`src/rtl/ps2_pkg.sv`:
```
// Shared definitions for the keyboard-side PS/2 transmitter: FSM state
// codes, frame constants and the parity helper.
package ps2_pkg;

    typedef logic [2:0] ps2_state_t;

    localparam ps2_state_t IDLE   = 3'd0;
    localparam ps2_state_t LOAD   = 3'd1;
    localparam ps2_state_t BIT_HI = 3'd2;
    localparam ps2_state_t BIT_LO = 3'd3;
    localparam ps2_state_t GAP    = 3'd4;

    localparam int   FRAME_BITS = 11;
    localparam logic START_BIT  = 1'b0;
    localparam logic STOP_BIT   = 1'b1;

    // Odd parity: the bit that makes the total count of ones in data+parity odd.
    function automatic logic odd_parity(input logic [7:0] b);
        return ~^b;
    endfunction

endpackage

```
`src/rtl/ps2_tx_fifo.sv`:
```
// Small first-word-fallthrough byte FIFO feeding the PS/2 serialiser.
// dout always shows the head entry while the FIFO is non-empty.
module ps2_tx_fifo #(
    parameter int DEPTH = 8
) (
    input  logic                       clk,
    input  logic                       rst_n,
    input  logic                       push,
    input  logic [7:0]                 din,
    input  logic                       pop,
    output logic [7:0]                 dout,
    output logic                       full,
    output logic                       empty,
    output logic [$clog2(DEPTH):0]     count
);
    localparam int AW = $clog2(DEPTH);
    localparam logic [AW:0] FULL_CNT = DEPTH[AW:0];

    logic [7:0]    mem [DEPTH];
    logic [AW-1:0] wr_ptr;
    logic [AW-1:0] rd_ptr;
    logic          do_push;
    logic          do_pop;

    // A write while full is dropped even if a pop happens in the same cycle.
    assign do_push = push && !full;
    assign do_pop  = pop && !empty;
    assign full    = (count == FULL_CNT);
    assign empty   = (count == '0);
    assign dout    = mem[rd_ptr];

    // Storage array; contents need no reset because count gates visibility.
    always_ff @(posedge clk) begin
        if (do_push) mem[wr_ptr] <= din;
    end

    // Pointers wrap naturally since DEPTH is a power of two.
    always_ff @(posedge clk or negedge rst_n) begin
        if (!rst_n) begin
            wr_ptr <= '0;
            rd_ptr <= '0;
            count  <= '0;
        end else begin
            if (do_push) wr_ptr <= wr_ptr + 1'b1;
            if (do_pop)  rd_ptr <= rd_ptr + 1'b1;
            count <= count + {{AW{1'b0}}, do_push} - {{AW{1'b0}}, do_pop};
        end
    end

endmodule

```
`src/rtl/ps2_device_tx.sv`:
```
// Keyboard-side PS/2 transmitter: buffers scan-code bytes and sends each as
// an 11-bit device-to-host frame (start, d0..d7, odd parity, stop).
// Optional host-inhibit detection/retransmit: define PS2_DEVICE_TX_INHIBIT_EN.
module ps2_device_tx
    import ps2_pkg::*;
#(
    parameter int HALF_PERIOD = 2500,
    parameter int GAP_CYCLES  = 5000,
    parameter int FIFO_DEPTH  = 8
) (
    input  logic       CLOCK_50,
    input  logic       Resetn,
    input  logic [7:0] scan_code,
    input  logic       key_action,
`ifdef PS2_DEVICE_TX_INHIBIT_EN
    input  logic       ps2_clk_in,
`endif
    output logic       ps2_clk,
    output logic       ps2_dat,
    output logic       busy,
    output logic       full,
    output logic       overflow
);
    localparam int CMAX = (HALF_PERIOD > GAP_CYCLES) ? HALF_PERIOD : GAP_CYCLES;
    localparam int CW   = $clog2(CMAX + 1);
    localparam int AW   = $clog2(FIFO_DEPTH);
    localparam logic [CW-1:0] HP_LAST  = CW'(HALF_PERIOD - 1);
    localparam logic [CW-1:0] GAP_LAST = CW'(GAP_CYCLES - 1);
    localparam logic [CW-1:0] SETTLE   = CW'(2);
    localparam logic [3:0]    LAST_BIT = 4'(FRAME_BITS - 1);

    ps2_state_t    state;
    logic [CW-1:0] cnt;
    logic [3:0]    bit_idx;
    logic [9:0]    shreg;
    logic          retry;

    logic [7:0]    fifo_dout;
    logic          fifo_empty;
    logic          fifo_full;
    logic          fifo_pop;
    logic [AW:0]   fifo_count;

    logic          hp_done;
    logic          gap_done;
    logic          inhibit;
    logic          line_high;

    ps2_tx_fifo #(.DEPTH(FIFO_DEPTH)) u_fifo (
        .clk   (CLOCK_50),
        .rst_n (Resetn),
        .push  (key_action),
        .din   (scan_code),
        .pop   (fifo_pop),
        .dout  (fifo_dout),
        .full  (fifo_full),
        .empty (fifo_empty),
        .count (fifo_count)
    );

    assign hp_done = (cnt == HP_LAST);
    // GAP itself is 2 cycles short: the IDLE and LOAD cycles that follow
    // keep both lines high, so the idle stretch totals GAP_CYCLES.
    assign gap_done = (int'(cnt) + 3 >= GAP_CYCLES);

`ifdef PS2_DEVICE_TX_INHIBIT_EN
    logic [1:0] clk_sync;

    // Two-flop synchroniser for the sensed clock line.
    always_ff @(posedge CLOCK_50 or negedge Resetn) begin
        if (!Resetn) clk_sync <= 2'b11;
        else         clk_sync <= {clk_sync[0], ps2_clk_in};
    end

    assign line_high = clk_sync[1];
    // Host pulling the clock low while we release it (after settling) in bits 0..9.
    assign inhibit   = (state == BIT_HI) && (bit_idx < LAST_BIT) &&
                       (cnt >= SETTLE) && !clk_sync[1];
    // Byte stays at the FIFO head until the stop bit starts, so an abort can retry it.
    assign fifo_pop  = (state == BIT_LO) && hp_done && (bit_idx == LAST_BIT - 4'd1);
`else
    assign line_high = 1'b1;
    assign inhibit   = 1'b0;
    assign fifo_pop  = (state == LOAD);
`endif

    assign busy = (state != IDLE) || (fifo_count != '0);
    assign full = fifo_full;

    // Dropped-write indicator, high for the cycle after a strobe into a full FIFO.
    always_ff @(posedge CLOCK_50 or negedge Resetn) begin
        if (!Resetn) overflow <= 1'b0;
        else         overflow <= key_action && fifo_full;
    end

    // Frame sequencer: each bit is a HIGH phase (data updated) then a LOW phase.
    always_ff @(posedge CLOCK_50 or negedge Resetn) begin
        if (!Resetn) begin
            state   <= IDLE;
            cnt     <= '0;
            bit_idx <= '0;
            shreg   <= '0;
            retry   <= 1'b0;
            ps2_clk <= 1'b1;
            ps2_dat <= 1'b1;
        end else begin
            case (state)
                IDLE: begin
                    if (!fifo_empty) state <= LOAD;
                end
                LOAD: begin
                    shreg   <= {STOP_BIT, odd_parity(fifo_dout), fifo_dout};
                    ps2_dat <= START_BIT;
                    ps2_clk <= 1'b1;
                    bit_idx <= '0;
                    cnt     <= '0;
                    state   <= BIT_HI;
                end
                BIT_HI: begin
                    if (inhibit) begin
                        ps2_dat <= 1'b1;
                        retry   <= 1'b1;
                        cnt     <= '0;
                        state   <= GAP;
                    end else if (hp_done) begin
                        cnt     <= '0;
                        ps2_clk <= 1'b0;
                        state   <= BIT_LO;
                    end else begin
                        cnt <= cnt + 1'b1;
                    end
                end
                BIT_LO: begin
                    if (hp_done) begin
                        cnt     <= '0;
                        ps2_clk <= 1'b1;
                        if (bit_idx == LAST_BIT) begin
                            ps2_dat <= 1'b1;
                            state   <= GAP;
                        end else begin
                            bit_idx <= bit_idx + 4'd1;
                            ps2_dat <= shreg[0];
                            shreg   <= {1'b1, shreg[9:1]};
                            state   <= BIT_HI;
                        end
                    end else begin
                        cnt <= cnt + 1'b1;
                    end
                end
                GAP: begin
                    if (retry) begin
                        // After an abort, wait for GAP_CYCLES of continuous high clock line.
                        if (!line_high) begin
                            cnt <= '0;
                        end else if (cnt == GAP_LAST) begin
                            cnt   <= '0;
                            retry <= 1'b0;
                            state <= IDLE;
                        end else begin
                            cnt <= cnt + 1'b1;
                        end
                    end else if (gap_done) begin
                        cnt   <= '0;
                        state <= IDLE;
                    end else begin
                        cnt <= cnt + 1'b1;
                    end
                end
                default: state <= IDLE;
            endcase
        end
    end

endmodule

```
`config.mk`:
```
export PLATFORM = sky130hd
export DESIGN_NAME = ps2_device_tx
export DESIGN_NICKNAME = d
export VERILOG_FILES = /design/src/rtl/ps2_pkg.sv /design/src/rtl/ps2_tx_fifo.sv /design/src/rtl/ps2_device_tx.sv
export SDC_FILE = /design/constraint.sdc
export NUM_CORES = 1
export LEC_CHECK = 0
export ABC_AREA = 1
export ABC_CLOCK_PERIOD_IN_PS = 3100
export CAP_MARGIN = 20
export CELL_PAD_IN_SITES_DETAIL_PLACEMENT = 0
export CELL_PAD_IN_SITES_GLOBAL_PLACEMENT = 2
export CORE_MARGIN = 10
export CORE_UTILIZATION = 40
export CTS_BUF_LIST = sky130_fd_sc_hd__clkbuf_4 sky130_fd_sc_hd__clkbuf_8
export DETAILED_ROUTE_END_ITERATION = 10
export PLACE_DENSITY_LB_ADDON = 0.1
export SYNTH_ARGS = -nofsm -noshare
export SYNTH_HDL_FRONTEND = slang
export SYNTH_SLANG_ARGS = --single-unit
```
`constraint.sdc`:
```
create_clock -name CLOCK_50 -period 3.1 [get_ports CLOCK_50]
set_input_delay 0.93 -clock CLOCK_50 [delete_from_list [all_inputs] [get_ports CLOCK_50]]
set_output_delay 0.93 -clock CLOCK_50 [all_outputs]
set_load 0.1 [all_outputs]
```
After elaboration in Yosys (flattened, before gate mapping)
Memories as Yosys holds them, arrays and structs flattened.
Cells that the tools add are included.

operators by class
  add/subtract/negate cells = 7
  equality and inequality tests = 14
  mux-type cells = 29
  $lt $le $gt $ge = 1
  reduce and logical (&&, ||, !) cells = 19

operators with widths
  kind                                                                  count
  two-way mux 13 bit                                                    4
  one-hot mux 13 bit (3 select lines)                                   1
  two-way mux 3 bit                                                     7
  two-way mux 10 bit                                                    2
  one-hot mux 10 bit (2 select lines)                                   1
  one-hot mux 3 bit (5 select lines)                                    1
  adder 13 x 2 -> 14 bit (second input constant)                        1
  greater-or-equal comparator 14 x 13 -> 1 bit (second input constant)  1
  adder 13 x 1 -> 13 bit (second input constant)                        1
  == test 13 x 12 -> 1 bit (second input constant)                      1
  == test 13 bit (second input constant)                                1
  nonzero test 3 bit                                                    3
  == test 4 bit (second input constant)                                 2
  two-way mux 1 bit                                                     8
  two-way mux 4 bit                                                     2
  != test 2 bit (second input constant)                                 4
  one-hot mux 4 bit (2 select lines)                                    1
  XNOR reduction 8 bit                                                  1
  adder 3 x 1 -> 3 bit (second input constant)                          2
  == test 3 x 2 -> 1 bit (second input constant)                        2
  != test 3 bit (second input constant)                                 2
  AND reduction 3 bit                                                   2
  AND reduction 5 bit                                                   1
  adder 4 x 1 -> 4 bit                                                  1
  other kinds (15)                                                      18

word-level totals
  output and inout port bits = 5
  RAM bits = 64
  flip-flop bits (word level) = 44
  memories = 1

memory list
  name        depth  width  rd ports  clocked after Yosys merged registers in  write ports  line               text
  u_fifo.mem  8      8      1         0                                        1            ps2_tx_fifo.sv:19  logic [7:0] mem [DEPTH];

Longest topological paths before layout
  depth after elaboration = 5
  mapped depth = 17
  mapped depth without buffers = 15

Cells and area by module
Synthesis repeated with hierarchy kept, for this count alone.

second synthesis, totals
  cell total of the unflattened synthesis = 670
  area total of the unflattened synthesis = 5781.8 µm²

modules (own cells, without submodules)
  module         area an instance (µm²)  cells an instance  times used
  ps2_tx_fifo    3479.6                  347                1
  ps2_device_tx  2302.2                  323                1

Worst setup path before layout
No wires, ideal clock.

  path kind = flip-flop to flip-flop
  from = register u_fifo.count[2]
  to = memory u_fifo.mem[4][0], enable pin
  path buffers = 0
  period minus slack after synthesis = 2.549 ns
  cell stages (with the launch flop) = 9
  data required time = 2.730 ns
  data arrival time = 2.179 ns
  path slack = 0.551 ns
  setup time = 0.370 ns
  cell sequence = dfrtp_1 -> inv_1 -> ha_1 -> nand3_1 -> inv_1 -> nor2_1 -> inv_1 -> or2_2 -> nor2_1

between the ends
  word-level cells in the longest chain between the ends = 5

ends and longest elaborated chain
  item                                     line                 text
  start, declared                          ps2_tx_fifo.sv:14    output logic [$clog2(DEPTH):0] count
  start signal, assigned                   ps2_tx_fifo.sv:46    count <= count + {{AW{1'b0}}, do_push} - {{AW{1'b0}}, do_pop};
  == test 4 bit                            ps2_tx_fifo.sv:28    assign full = (count == FULL_CNT);
  via full                                 ps2_device_tx.sv:21  output logic full,
  zero test 1 bit                          ps2_tx_fifo.sv:26    assign do_push = push && !full;
  logical AND 1 bit                        ps2_tx_fifo.sv:26
  via u_fifo.do_push                       ps2_tx_fifo.sv:22    logic do_push;
  two-way mux 1 bit                        ps2_tx_fifo.sv:34    if (do_push) mem[wr_ptr] <= din;
  two-way mux 1 bit (implied by the code)  ps2_tx_fifo.sv:34
  end, declared                            ps2_tx_fifo.sv:19

The timed path passes the listed nets, and every way through them passes these cells.

Worst setup path after layout
  from = register u_fifo.count[2]
  to = output port busy

between the ends
  word-level cells in the longest chain between the ends = 2

ends and longest elaborated chain
  item                line                 text
  nonzero test 4 bit  ps2_device_tx.sv:87  assign busy = (state != IDLE) || (fifo_count != '0);
  logical OR 1 bit    ps2_device_tx.sv:87
  end, declared       ps2_device_tx.sv:20  output logic busy,

Every way passes these cells.

==> metrics.txt <==
status=completed; fin crit share=87.5%; area leader, netlist=edfxtp_1; internal power=0.00222 W; first-pass GRT wire length=21,500 µm; Slew @ Worst Pin=0.872 ns; layout cells sized above 1=8.94%; total global-route track usage=13.9%; Post-CTS Hold Buffers=0; Yosys reg bits=108; CP max FO=3; Final min period=2.71 ns; Routed WL=13,500 µm; Core Area=14,000 µm²; EDFF count, synth=64; Flop pwr share=55.4%; DR vias=4,213; RSZ-0062 raised after global routing=no; CTS tree=yes; count leader, synth=nand2_1; die height=140 µm; WP data required=2.17 ns; WL/cell=15.1 µm; antenna-violating nets left=0; fin cells=896; Max clock buf depth=2; H-tree depth=3; # DRC=0; GRT overflow=0; # setup viols final=0; total clock sinks=108; Post-Syn Nets=716; Buffers on Ports=15; P&R area growth vs syn=9.01%; VDD IR max=268 µV; crit path kind=reg2out; diodes inserted=0; Mapped Avg Cell Area=8.33 µm²; area of the die=19,600 µm²; # Max-Cap Violations=0; power density cells=507 nW/µm²; fin nets=735; row cnt=43; DP Cell Count=880; Pre-antenna DRT Iters=5; max-slew violation count=0; clock group share of total power=25.6%; crit start category=flop; clock root cell=clkbuf_8; Clock Skews=0.0116 ns; worst hold-check path type=reg2reg; Gate power share=19.0%; fmax=369 MHz; Fin. Hold Viols=0; Cell variety after synth=42; Slew HR=41.9%; CP Capture Type=output port; vias in the first global route=4,054; dominant synthesized flop cell=edfxtp_1; DP HPWL=10,000 µm; Clk Latency, worst-skew pair=0.39 ns; Inserted Clock Buffers=9; Synth top area share=33.4%; Sw Ratio=30.4%; Initial DRC Count=227; Pleak=3.07 nW; IO Count=16; synth cell count leaders=nand2_1 (230), inv_1 (117), edfxtp_1 (64); post-cts resize count=0; setup TNS=0 ns; Synth Cell Area=5760 µm²; total number of yosys warnings=0; Arr. time, crit path=1.78 ns; clock slew at reported path FFs=0.10 ns; share of the yosys chip area belonging to registers=52.5%; Initial Util=41.2%; Routability Congestion=0.811; P_sw=0.000967 W; vias per std cell=4.70; Die Width=140 µm; synthesized instance count=692; ys async rst share=40.7%; initial antenna violation count=0; largest net degree at the start of global routing=37; postcts setup bufs=0; largest cells by area after synthesis=edfxtp_1 (33%), dfrtp_1 (18%), nand2_1 (15%)
[critical path, stage by stage, from the launching register on]
cell and delay (ns):
dfrtp_1 0.38, inv_1 0.10, ha_1 0.15, nand3_1 0.16, nor3_1 0.23, inv_1 0.12, buf_4 0.25
[cells by family (layout without fill, tap and decap cells)]
logic type	Yosys count	after routing	share of synthesized area (%)
mux	1	1	0.174
compound gates	48	48	4.80
simple gates	361	361	26.7
xor+xnor	18	18	2.74
fa+ha+maj	13	13	2.95
flops	108	108	52.5
buf+inv	143	167	10.1
[layout by cell type (no fill, tap or decap), types with 3 or more instances in the layout]
master,instances
clkbuf_8,9
clkdlybuf4s50_1,9
ha_1,12
edfxtp_1,64
nand2_1,230
inv_1,117
inv_2,3
nor2_1,39
a21oi_1,11
nand2_2,5
o21ai_1,7
nand3_1,60
nor3_1,3
nand4_1,8
o21ai_0,20
inv_6,3
nor2_4,3
buf_4,20
o21ai_2,3
dfrtp_1,42
xor2_1,16
nor2_2,4
[registers in the layout, summed over array words and instances (netlist names)]
| name | flops |
|---|---|
| cnt | 13 |
| ps2_clk | 1 |
| overflow | 1 |
| u_fifo.wr_ptr | 3 |
| retry | 1 |
| state | 3 |
| shreg | 10 |
| ps2_dat | 1 |
| u_fifo.count | 4 |
| u_fifo.mem | 64 |
| u_fifo.rd_ptr | 3 |
| bit_idx | 4 |
[power by group through the flow]
stage	clock network, W	registers (W)	logic, W
after global routing	0.000905	0.00178	0.000692
final	0.000815	0.00176	0.000606
after floorplan	0	0.00179	0.000392
after global placement	0	0.00179	0.000604
after CTS	0.000833	0.00176	0.000622
after detailed placement	0	0.00180	0.000620
[final timing paths]
kind                               endpoint  slack [ns]            start  cells past startpoint
max reg2reg                 u_fifo.count[2]        0.74         state[2]                      9
max                                    busy        0.39  u_fifo.count[2]                      6
min reg2reg                        shreg[9]        0.46         shreg[9]                      2
min                                shreg[9]        0.46         shreg[9]                      2
min in group asynchronous            cnt[6]        0.63           Resetn                      1
max in group asynchronous  u_fifo.rd_ptr[2]        1.77           Resetn                      2
[cell type report]
class / count / area (µm²)
Clock buffer: 10 / 131
Clock inverter: 6 / 45.0
Fill cell: 1429 / 7710
Inverter: 121 / 455
Multi-Input combinational cell: 441 / 2150
Sequential cell: 108 / 3030
Tap cell: 180 / 225
Timing Repair Buffer: 30 / 245
[metal layers]
metal,wire length [µm],up-vias,GRT usage [%]
met2,6990,64,25.3
met1,5980,1944,16.2
met4,149,0,3.59
li1,-,2195,-
met5,0,-,0
met3,423,10,2.91
[metrics by stage]
stage	hold WS [ns]	power, W	setup WS, ns	util (%)	instance area (µm²)
global placement	0.438	0.00240	0.423	43.6	6100
CTS	0.466	0.00322	0.364	44.9	6280
detailed placement	0.442	0.00242	0.425	43.6	6100
global route	0.488	0.00338	0.250	44.9	6280
finish	0.463	0.00318	0.388	44.9	6280
floorplan	0.422	0.00219	0.551	-	5760
(Power assumes the default switching activity.)
